==> src/rtl/riscv_definitions_pkg.sv <==
// Shared RV32I decode definitions: opcodes, ALU selectors and the ID control word.
package riscv_definitions;

    localparam logic [6:0] OP_LUI    = 7'b0110111;
    localparam logic [6:0] OP_AUIPC  = 7'b0010111;
    localparam logic [6:0] OP_JAL    = 7'b1101111;
    localparam logic [6:0] OP_JALR   = 7'b1100111;
    localparam logic [6:0] OP_BRANCH = 7'b1100011;
    localparam logic [6:0] OP_LOAD   = 7'b0000011;
    localparam logic [6:0] OP_STORE  = 7'b0100011;
    localparam logic [6:0] OP_IMM    = 7'b0010011;
    localparam logic [6:0] OP_REG    = 7'b0110011;
    localparam logic [6:0] OP_FENCE  = 7'b0001111;
    localparam logic [6:0] OP_SYSTEM = 7'b1110011;

    typedef enum logic [3:0] {
        ALU_ADD, ALU_SUB, ALU_SLL, ALU_SLT, ALU_SLTU,
        ALU_XOR, ALU_SRL, ALU_SRA, ALU_OR, ALU_AND
    } aluOp_t;

    typedef enum logic [1:0] {SRC1_RS1, SRC1_PC, SRC1_ZERO} aluSrc1_t;
    typedef enum logic [1:0] {SRC2_RS2, SRC2_IMM, SRC2_FOUR} aluSrc2_t;

    // base_addr_sel: 0 = PC-relative target, 1 = rs1-relative (JALR)
    typedef struct packed {
        aluOp_t   alu_op;
        aluSrc1_t alu_src1;
        aluSrc2_t alu_src2;
        logic     data_rd_en;
        logic     data_wr_en;
        logic     rd_wr_en;
        logic     uses_rs1;
        logic     uses_rs2;
        logic     cond_jump;
        logic     uncond_jump;
        logic     base_addr_sel;
        logic     illegal;
    } idCtrl_t;

    localparam idCtrl_t ID_NOP = '{
        alu_op: ALU_ADD, alu_src1: SRC1_RS1, alu_src2: SRC2_RS2,
        data_rd_en: 1'b0, data_wr_en: 1'b0, rd_wr_en: 1'b0,
        uses_rs1: 1'b0, uses_rs2: 1'b0, cond_jump: 1'b0,
        uncond_jump: 1'b0, base_addr_sel: 1'b0, illegal: 1'b0
    };

    // alt is instr[30]; it selects SUB only for register-register ops
    function automatic aluOp_t alu_from_funct3(input logic [2:0] funct3,
                                               input logic alt,
                                               input logic is_reg);
        case (funct3)
            3'b000:  return (is_reg && alt) ? ALU_SUB : ALU_ADD;
            3'b001:  return ALU_SLL;
            3'b010:  return ALU_SLT;
            3'b011:  return ALU_SLTU;
            3'b100:  return ALU_XOR;
            3'b101:  return alt ? ALU_SRA : ALU_SRL;
            3'b110:  return ALU_OR;
            default: return ALU_AND;
        endcase
    endfunction

endpackage

==> src/rtl/id_ctrl_decode.sv <==
// Combinational RV32I decoder: instruction word to ID control word and sign-extended immediate.
module id_ctrl_decode
    import riscv_definitions::*;
#(
    parameter int unsigned NUM_REGS = 32
) (
    input  logic [31:0] inst,
    output idCtrl_t     ctrl,
    output logic [31:0] imm
);

    logic [6:0]  opcode;
    logic [2:0]  funct3;
    logic [31:0] imm_i, imm_s, imm_b, imm_u, imm_j;
    logic        legal;
    logic        oob;

    assign opcode = inst[6:0];
    assign funct3 = inst[14:12];
    assign imm_i  = {{20{inst[31]}}, inst[31:20]};
    assign imm_s  = {{20{inst[31]}}, inst[31:25], inst[11:7]};
    assign imm_b  = {{19{inst[31]}}, inst[31], inst[7], inst[30:25], inst[11:8], 1'b0};
    assign imm_u  = {inst[31:12], 12'b0};
    assign imm_j  = {{11{inst[31]}}, inst[31], inst[19:12], inst[20], inst[30:21], 1'b0};

    function automatic logic reg_oob(input logic [4:0] r);
        return 32'(r) >= NUM_REGS;
    endfunction

    always_comb begin
        ctrl  = ID_NOP;
        imm   = '0;
        legal = 1'b1;
        case (opcode)
            OP_LUI: begin
                ctrl.alu_src1 = SRC1_ZERO;
                ctrl.alu_src2 = SRC2_IMM;
                ctrl.rd_wr_en = 1'b1;
                imm           = imm_u;
            end
            OP_AUIPC: begin
                ctrl.alu_src1 = SRC1_PC;
                ctrl.alu_src2 = SRC2_IMM;
                ctrl.rd_wr_en = 1'b1;
                imm           = imm_u;
            end
            OP_JAL: begin
                ctrl.alu_src1    = SRC1_PC;
                ctrl.alu_src2    = SRC2_FOUR;
                ctrl.rd_wr_en    = 1'b1;
                ctrl.uncond_jump = 1'b1;
                imm              = imm_j;
            end
            OP_JALR: begin
                ctrl.alu_src1      = SRC1_PC;
                ctrl.alu_src2      = SRC2_FOUR;
                ctrl.rd_wr_en      = 1'b1;
                ctrl.uses_rs1      = 1'b1;
                ctrl.uncond_jump   = 1'b1;
                ctrl.base_addr_sel = 1'b1;
                imm                = imm_i;
                legal              = (funct3 == 3'b000);
            end
            OP_BRANCH: begin
                ctrl.alu_op    = ALU_SUB;
                ctrl.uses_rs1  = 1'b1;
                ctrl.uses_rs2  = 1'b1;
                ctrl.cond_jump = 1'b1;
                imm            = imm_b;
                legal          = (funct3[2:1] != 2'b01);
            end
            OP_LOAD: begin
                ctrl.alu_src2   = SRC2_IMM;
                ctrl.data_rd_en = 1'b1;
                ctrl.rd_wr_en   = 1'b1;
                ctrl.uses_rs1   = 1'b1;
                imm             = imm_i;
                legal           = (funct3 != 3'b011) && (funct3[2:1] != 2'b11);
            end
            OP_STORE: begin
                ctrl.alu_src2   = SRC2_IMM;
                ctrl.data_wr_en = 1'b1;
                ctrl.uses_rs1   = 1'b1;
                ctrl.uses_rs2   = 1'b1;
                imm             = imm_s;
                legal           = !funct3[2] && (funct3 != 3'b011);
            end
            OP_IMM: begin
                ctrl.alu_op   = alu_from_funct3(funct3, inst[30], 1'b0);
                ctrl.alu_src2 = SRC2_IMM;
                ctrl.rd_wr_en = 1'b1;
                ctrl.uses_rs1 = 1'b1;
                imm           = imm_i;
            end
            OP_REG: begin
                ctrl.alu_op   = alu_from_funct3(funct3, inst[30], 1'b1);
                ctrl.rd_wr_en = 1'b1;
                ctrl.uses_rs1 = 1'b1;
                ctrl.uses_rs2 = 1'b1;
            end
            OP_FENCE, OP_SYSTEM: ;
            default: legal = 1'b0;
        endcase

        // RV32E-style configurations reject register fields beyond the file
        oob = (ctrl.rd_wr_en && reg_oob(inst[11:7])) ||
              (ctrl.uses_rs1 && reg_oob(inst[19:15])) ||
              (ctrl.uses_rs2 && reg_oob(inst[24:20]));

        if (!legal || oob) begin
            ctrl         = ID_NOP;
            ctrl.illegal = 1'b1;
        end
    end

endmodule

==> src/rtl/id_stage_hs.sv <==
// Handshaked instruction-decode stage: ID holding register, register file with WB bypass,
// load-use interlock, jump/branch resolution and a stallable ID/EX register.
module id_stage_hs
    import riscv_definitions::*;
#(
    parameter int unsigned XLEN      = 32,
    parameter int unsigned NUM_REGS  = 32,
    parameter bit          BYPASS_WB = 1'b1
) (
    input  logic                        clk,
    input  logic                        rst_n,
    input  logic                        clk_en,
    input  logic                        if_valid,
    output logic                        if_ready,
    input  logic [31:0]                 if_inst,
    input  logic [XLEN-1:0]             if_pc,
    input  logic                        wb_wr_en,
    input  logic [$clog2(NUM_REGS)-1:0] wb_rd_addr,
    input  logic [XLEN-1:0]             wb_data,
    input  logic                        flush,
    output logic                        ex_valid,
    input  logic                        ex_ready,
    output idCtrl_t                     ex_ctrl,
    output logic [XLEN-1:0]             ex_pc,
    output logic [XLEN-1:0]             ex_rs1,
    output logic [XLEN-1:0]             ex_rs2,
    output logic [XLEN-1:0]             ex_imm,
    output logic [$clog2(NUM_REGS)-1:0] ex_rd_addr,
    output logic [$clog2(NUM_REGS)-1:0] ex_rs1_addr,
    output logic [$clog2(NUM_REGS)-1:0] ex_rs2_addr,
    output logic [2:0]                  ex_funct3,
    output logic                        branch_taken,
    output logic [XLEN-1:0]             jump_addr,
    output logic                        hazard_stall
);

    localparam int unsigned AW = $clog2(NUM_REGS);

    logic            id_valid;
    logic [31:0]     id_inst;
    logic [XLEN-1:0] id_pc;
    idCtrl_t         dec_ctrl;
    logic [31:0]     dec_imm;
    logic [AW-1:0]   rs1_addr, rs2_addr, rd_addr;
    logic [XLEN-1:0] rs1_data, rs2_data;
    logic [XLEN-1:0] rf [NUM_REGS];
    logic            active, load_use, ex_free, id_fire, take_jump, cond_true;
    logic [XLEN-1:0] target;

    id_ctrl_decode #(.NUM_REGS(NUM_REGS)) u_decode (
        .inst (id_inst),
        .ctrl (dec_ctrl),
        .imm  (dec_imm)
    );

    assign rs1_addr = id_inst[15 +: AW];
    assign rs2_addr = id_inst[20 +: AW];
    assign rd_addr  = id_inst[7 +: AW];

    always_comb begin
        rs1_data = rf[rs1_addr];
        rs2_data = rf[rs2_addr];
        if (BYPASS_WB && wb_wr_en && wb_rd_addr != '0) begin
            if (wb_rd_addr == rs1_addr) rs1_data = wb_data;
            if (wb_rd_addr == rs2_addr) rs2_data = wb_data;
        end
        if (rs1_addr == '0) rs1_data = '0;
        if (rs2_addr == '0) rs2_data = '0;
    end

    always_comb begin
        case (id_inst[14:12])
            3'b000:  cond_true = (rs1_data == rs2_data);
            3'b001:  cond_true = (rs1_data != rs2_data);
            3'b100:  cond_true = ($signed(rs1_data) <  $signed(rs2_data));
            3'b101:  cond_true = ($signed(rs1_data) >= $signed(rs2_data));
            3'b110:  cond_true = (rs1_data <  rs2_data);
            3'b111:  cond_true = (rs1_data >= rs2_data);
            default: cond_true = 1'b0;
        endcase
    end

    assign active    = rst_n && clk_en;
    assign load_use  = id_valid && ex_valid && ex_ctrl.data_rd_en && ex_rd_addr != '0 &&
                       ((dec_ctrl.uses_rs1 && ex_rd_addr == rs1_addr) ||
                        (dec_ctrl.uses_rs2 && ex_rd_addr == rs2_addr));
    assign ex_free   = !ex_valid || ex_ready;
    assign id_fire   = id_valid && ex_free && !load_use && !flush;
    assign take_jump = dec_ctrl.uncond_jump || (dec_ctrl.cond_jump && cond_true);

    assign branch_taken = active && id_fire && take_jump;
    assign hazard_stall = active && load_use && ex_free;
    assign if_ready     = active && (!id_valid || id_fire) && !(id_fire && take_jump) && !flush;

    assign target    = (dec_ctrl.base_addr_sel ? rs1_data : id_pc) + dec_imm;
    assign jump_addr = {target[XLEN-1:1], target[0] && !dec_ctrl.base_addr_sel};

    always_ff @(posedge clk) begin
        if (!rst_n) begin
            for (int unsigned i = 0; i < NUM_REGS; i++) rf[i] <= '0;
        end else if (clk_en && wb_wr_en && wb_rd_addr != '0) begin
            rf[wb_rd_addr] <= wb_data;
        end
    end

    always_ff @(posedge clk) begin
        if (!rst_n) begin
            id_valid <= 1'b0;
            id_inst  <= '0;
            id_pc    <= '0;
        end else if (clk_en) begin
            if (flush) begin
                id_valid <= 1'b0;
            end else if (if_valid && if_ready) begin
                id_valid <= 1'b1;
                id_inst  <= if_inst;
                id_pc    <= if_pc;
            end else if (id_fire) begin
                id_valid <= 1'b0;
            end
        end
    end

    always_ff @(posedge clk) begin
        if (!rst_n) begin
            ex_valid    <= 1'b0;
            ex_ctrl     <= ID_NOP;
            ex_pc       <= '0;
            ex_rs1      <= '0;
            ex_rs2      <= '0;
            ex_imm      <= '0;
            ex_rd_addr  <= '0;
            ex_rs1_addr <= '0;
            ex_rs2_addr <= '0;
            ex_funct3   <= '0;
        end else if (clk_en) begin
            if (flush) begin
                ex_valid <= 1'b0;
                ex_ctrl  <= ID_NOP;
            end else if (id_fire) begin
                ex_valid    <= 1'b1;
                ex_ctrl     <= dec_ctrl;
                ex_pc       <= id_pc;
                ex_rs1      <= rs1_data;
                ex_rs2      <= rs2_data;
                ex_imm      <= dec_imm;
                ex_rd_addr  <= rd_addr;
                ex_rs1_addr <= rs1_addr;
                ex_rs2_addr <= rs2_addr;
                ex_funct3   <= id_inst[14:12];
            end else if (ex_ready && ex_valid) begin
                ex_valid <= 1'b0;
            end
        end
    end

endmodule

==> config.mk <==
export PLATFORM = sky130hd
export DESIGN_NAME = id_stage_hs
export DESIGN_NICKNAME = d
export VERILOG_FILES = /design/src/rtl/riscv_definitions_pkg.sv /design/src/rtl/id_ctrl_decode.sv /design/src/rtl/id_stage_hs.sv
export SDC_FILE = /design/constraint.sdc
export NUM_CORES = 2
export LEC_CHECK = 0
export BUFFER_PORTS_ARGS = -buffer_cell sky130_fd_sc_hd__buf_4
export CORE_MARGIN = 4
export CORE_UTILIZATION = 40
export DETAILED_ROUTE_END_ITERATION = 10
export MAX_ROUTING_LAYER = met4
export SLEW_MARGIN = 15
export SYNTH_ARGS = -nofsm -noshare
export SYNTH_HDL_FRONTEND = slang
export SYNTH_SLANG_ARGS = --single-unit
==> constraint.sdc <==
create_clock -name clk -period 15.5 [get_ports clk]
set_input_delay 3.1 -clock clk [delete_from_list [all_inputs] [get_ports clk]]
set_output_delay 3.1 -clock clk [all_outputs]
set_load 0.03 [all_outputs]
==> results_dict.tcl <==
set metrics [dict create \
    clk_pin_slew_ns 0.06 \
    cts_tree "done" \
    ant_nets 0 \
    hold_violations 0 \
    drc 0 \
    htreeDepth 4 \
    period_share_pct 78.0 \
    max_stage_delay_ns 1.03 \
    syn_area_sq_mm 0.0664 \
    ff2ff_setup_slack_ns 6.67 \
    cts_hold_buf 0 \
    slew_headroom_pct 17.4 \
    critPathKind "in2out" \
    drv_cap 0 \
    ir_drop_uv 123 \
    cts_setup_buffers 0 \
    ys_seq_area_share_pct 53.5 \
    vias_per_cell 6.08 \
    crit_family "simple AND/OR/NAND/NOR gates" \
    maxSlewViolCount 0 \
    numCtsBuffers 138 \
    drive_above_1_share_pct 27.6 \
    drtIter0Drc 6030 \
    path_common_cell "buf_4" \
    ios 307 \
    coreArea_sq_mm 0.165 \
    start_kind "input port" \
    crit_chain "buf_4, or3_1, o31ai_1, nor4_1, nand3_4, a211oi_1, ha_1, and4_1, nor4bb_1, nand3_1, xor2_1, nor2_1, o2111a_2, nand2_1, a21oi_1, buf_4" \
    nNetsFinal 5112 \
    ys_async_sr_fraction_pct 0 \
    tns_ns 0 \
    setup_ws_ns 3.41 \
    gp_congestion 0.929 \
    grt_pass1_wl_microns 327000 \
    setup_viol 0 \
    p_per_area_mw_per_mm2 106 \
    ys_warn_count 0 \
    synth_ff_type "edfxtp_1" \
    die_h_microns 416 \
    worstHoldStart "ex_pc[22]" \
    fin_worst_skew_ns 0.0383 \
    rows 149 \
    power_mw 8.02 \
    antenna_found_initial 17 \
    ctsResizeCount 0 \
    critPathSlowestCell "nor4bb_1" \
    rr_endpoint "id_pc[17]" \
    setup.worst_path.end_class "output pin" \
    synth_edf_count 1024 \
    place_ws_ns 3.49 \
    cp.arrival_ns 8.99 \
    initial_utilization_pct 40.3 \
    cp.buffers_inverters 2 \
    num_vias 44000 \
    cp.required_ns 12.40 \
    grt_pass1_vias 43200 \
    rsz0062_at_grt "no" \
    clk_latency_ns 0.79 \
    wire_per_inst_microns 31.9 \
    syn_to_final_growth_pct 14.0 \
    grt_overflow 0 \
    holdPathEnd "ex_pc[22]" \
    routed_wl_microns 231000 \
    final_cell_mix "1024 x edfxtp_1, 1008 x and2_1, 640 x mux4_2" \
    outcome "finished, final reports clean" \
    synth-seq-cells 1262 \
    netlist_instances 4825 \
    min_period_ns 12.09 \
    die-area_sq_mm 0.173 \
    clock_path_buffers 3 \
    hp-class "reg2reg" \
    dr.pass1.iters 6 \
    utilization_pct 45.9 \
    avgSynthCellArea_sq_um 13.8 \
    crit_fanout 64 \
    hpwl_microns 143000 \
    fp.dieW_microns 416 \
    worstMarginPinSlew_ns 1.22 \
    fmax_mhz 82.7 \
    cts_root_buf "clkbuf_16" \
    grt_max_degree 135 \
    final_common_cell "edfxtp_1" \
    synth_cell_type_count 76 \
    r2r_cells 18 \
    grtUsageTotal_pct 27.2 \
    io_buffers 306 \
    p_leak_nw 25.5 \
    hold_depth 2 \
    cts.sink_count 1262 \
]
[worst max-delay path by stage]
stage / start / to / slack [ns] / cells after the start
finish: wb_rd_addr[3] / branch_taken / 3.41 / 16
global route: wb_rd_addr[3] / jump_addr[31] / 3.04 / 18
CTS: wb_rd_addr[3] / branch_taken / 3.49 / 16
detailed placement: wb_rd_addr[4] / branch_taken / 3.49 / 16
global placement: wb_rd_addr[3] / branch_taken / 3.69 / 15
floorplan: wb_rd_addr[3] / jump_addr[30] / 4.57 / 21
[through the flow]
stage	instances	hold slack (ns)	area [sq um]
3_3_place_gp	6988	0.443	71200
4_1_cts	7238	0.455	75700
6_report	7244	0.455	75700
3_5_place_dp	6989	0.447	71300
2_1_floorplan	4856	0.442	66600
5_1_grt	7242	0.476	75700
[routing by layer]
layer  global-route usage [%]  vias to the layer above  share of wire, %
met5                        -                        -                 0
met4                     11.6                        0               5.0
met3                     5.54                      512                10
met2                     42.1                     2596                47
met1                     35.0                    22600                38
li1                         -                    18300                 -
[synth_stat cells, types with 30 or more instances]
cell type,n,area (sq um)
a21oi_1,199,996
ha_1,63,788
edfxtp_1,1024,30700
a211oi_1,39,293
o211ai_1,35,263
and2_1,1008,6310
buf_2,75,375
mux2_2,31,349
clkbuf_1,362,1360
nand2_1,448,1680
nand3_1,30,150
o21ai_0,126,631
mux2i_1,67,671
mux4_2,640,14400
dfxtp_1,238,4760
nor2_1,172,646
[power breakdown]
group	leakage (nW)	switching [mW]	internal, mW
clock network	2.17	1.41	1.89
logic	11.7	0.477	0.335
registers	11.7	0.0967	3.81
total	25.5	1.99	6.03
[registers in the layout (all words and copies together) (netlist names), 16 cells and up, named ones only]
| signal | flops |
|---|---|
| ex_ctrl | 16 |
| ex_imm | 32 |
| ex_pc | 32 |
| ex_rs1 | 32 |
| ex_rs2 | 32 |
| id_inst | 32 |
| id_pc | 32 |
| rf | 1024 |
[cell type report]
| cell class | count | area, sq um |
|---|---|---|
| clock buffers | 174 | 3830 |
| repair buffers | 411 | 3200 |
| diodes | 6 | 15.0 |
| multi-input cells | 3114 | 29700 |
| fillers | 14400 | 89300 |
| flip-flops and latches | 1262 | 35500 |
| clock inverters | 75 | 633 |
| inverters | 13 | 56.3 |
| well taps | 2189 | 2740 |
[worst register-to-register path: cells and delay by family (launching register included)]
kind	cells	cell delay [ns]
adders and majority gates	1	0.22
muxes	4	2.22
DFF	1	0.79
and+or+nand+nor	3	0.78
AOI/OAI and AO/OA	6	2.13
buffers and inverters	4	2.54
[kinds of logic (layout without fill, tap and decap cells)]
logic type	count (synthesis)	after routing	share of synthesized area, %
simple gates	1746	1746	14.2
mux	738	738	23.2
buf+inv	480	673	2.93
fa+ha+maj	64	64	1.22
other cells	1	38	0.00564
compound gates	489	489	4.41
flops	1262	1262	53.5
xor+xnor	45	45	0.593
Power figures use the tool's default switching activity.
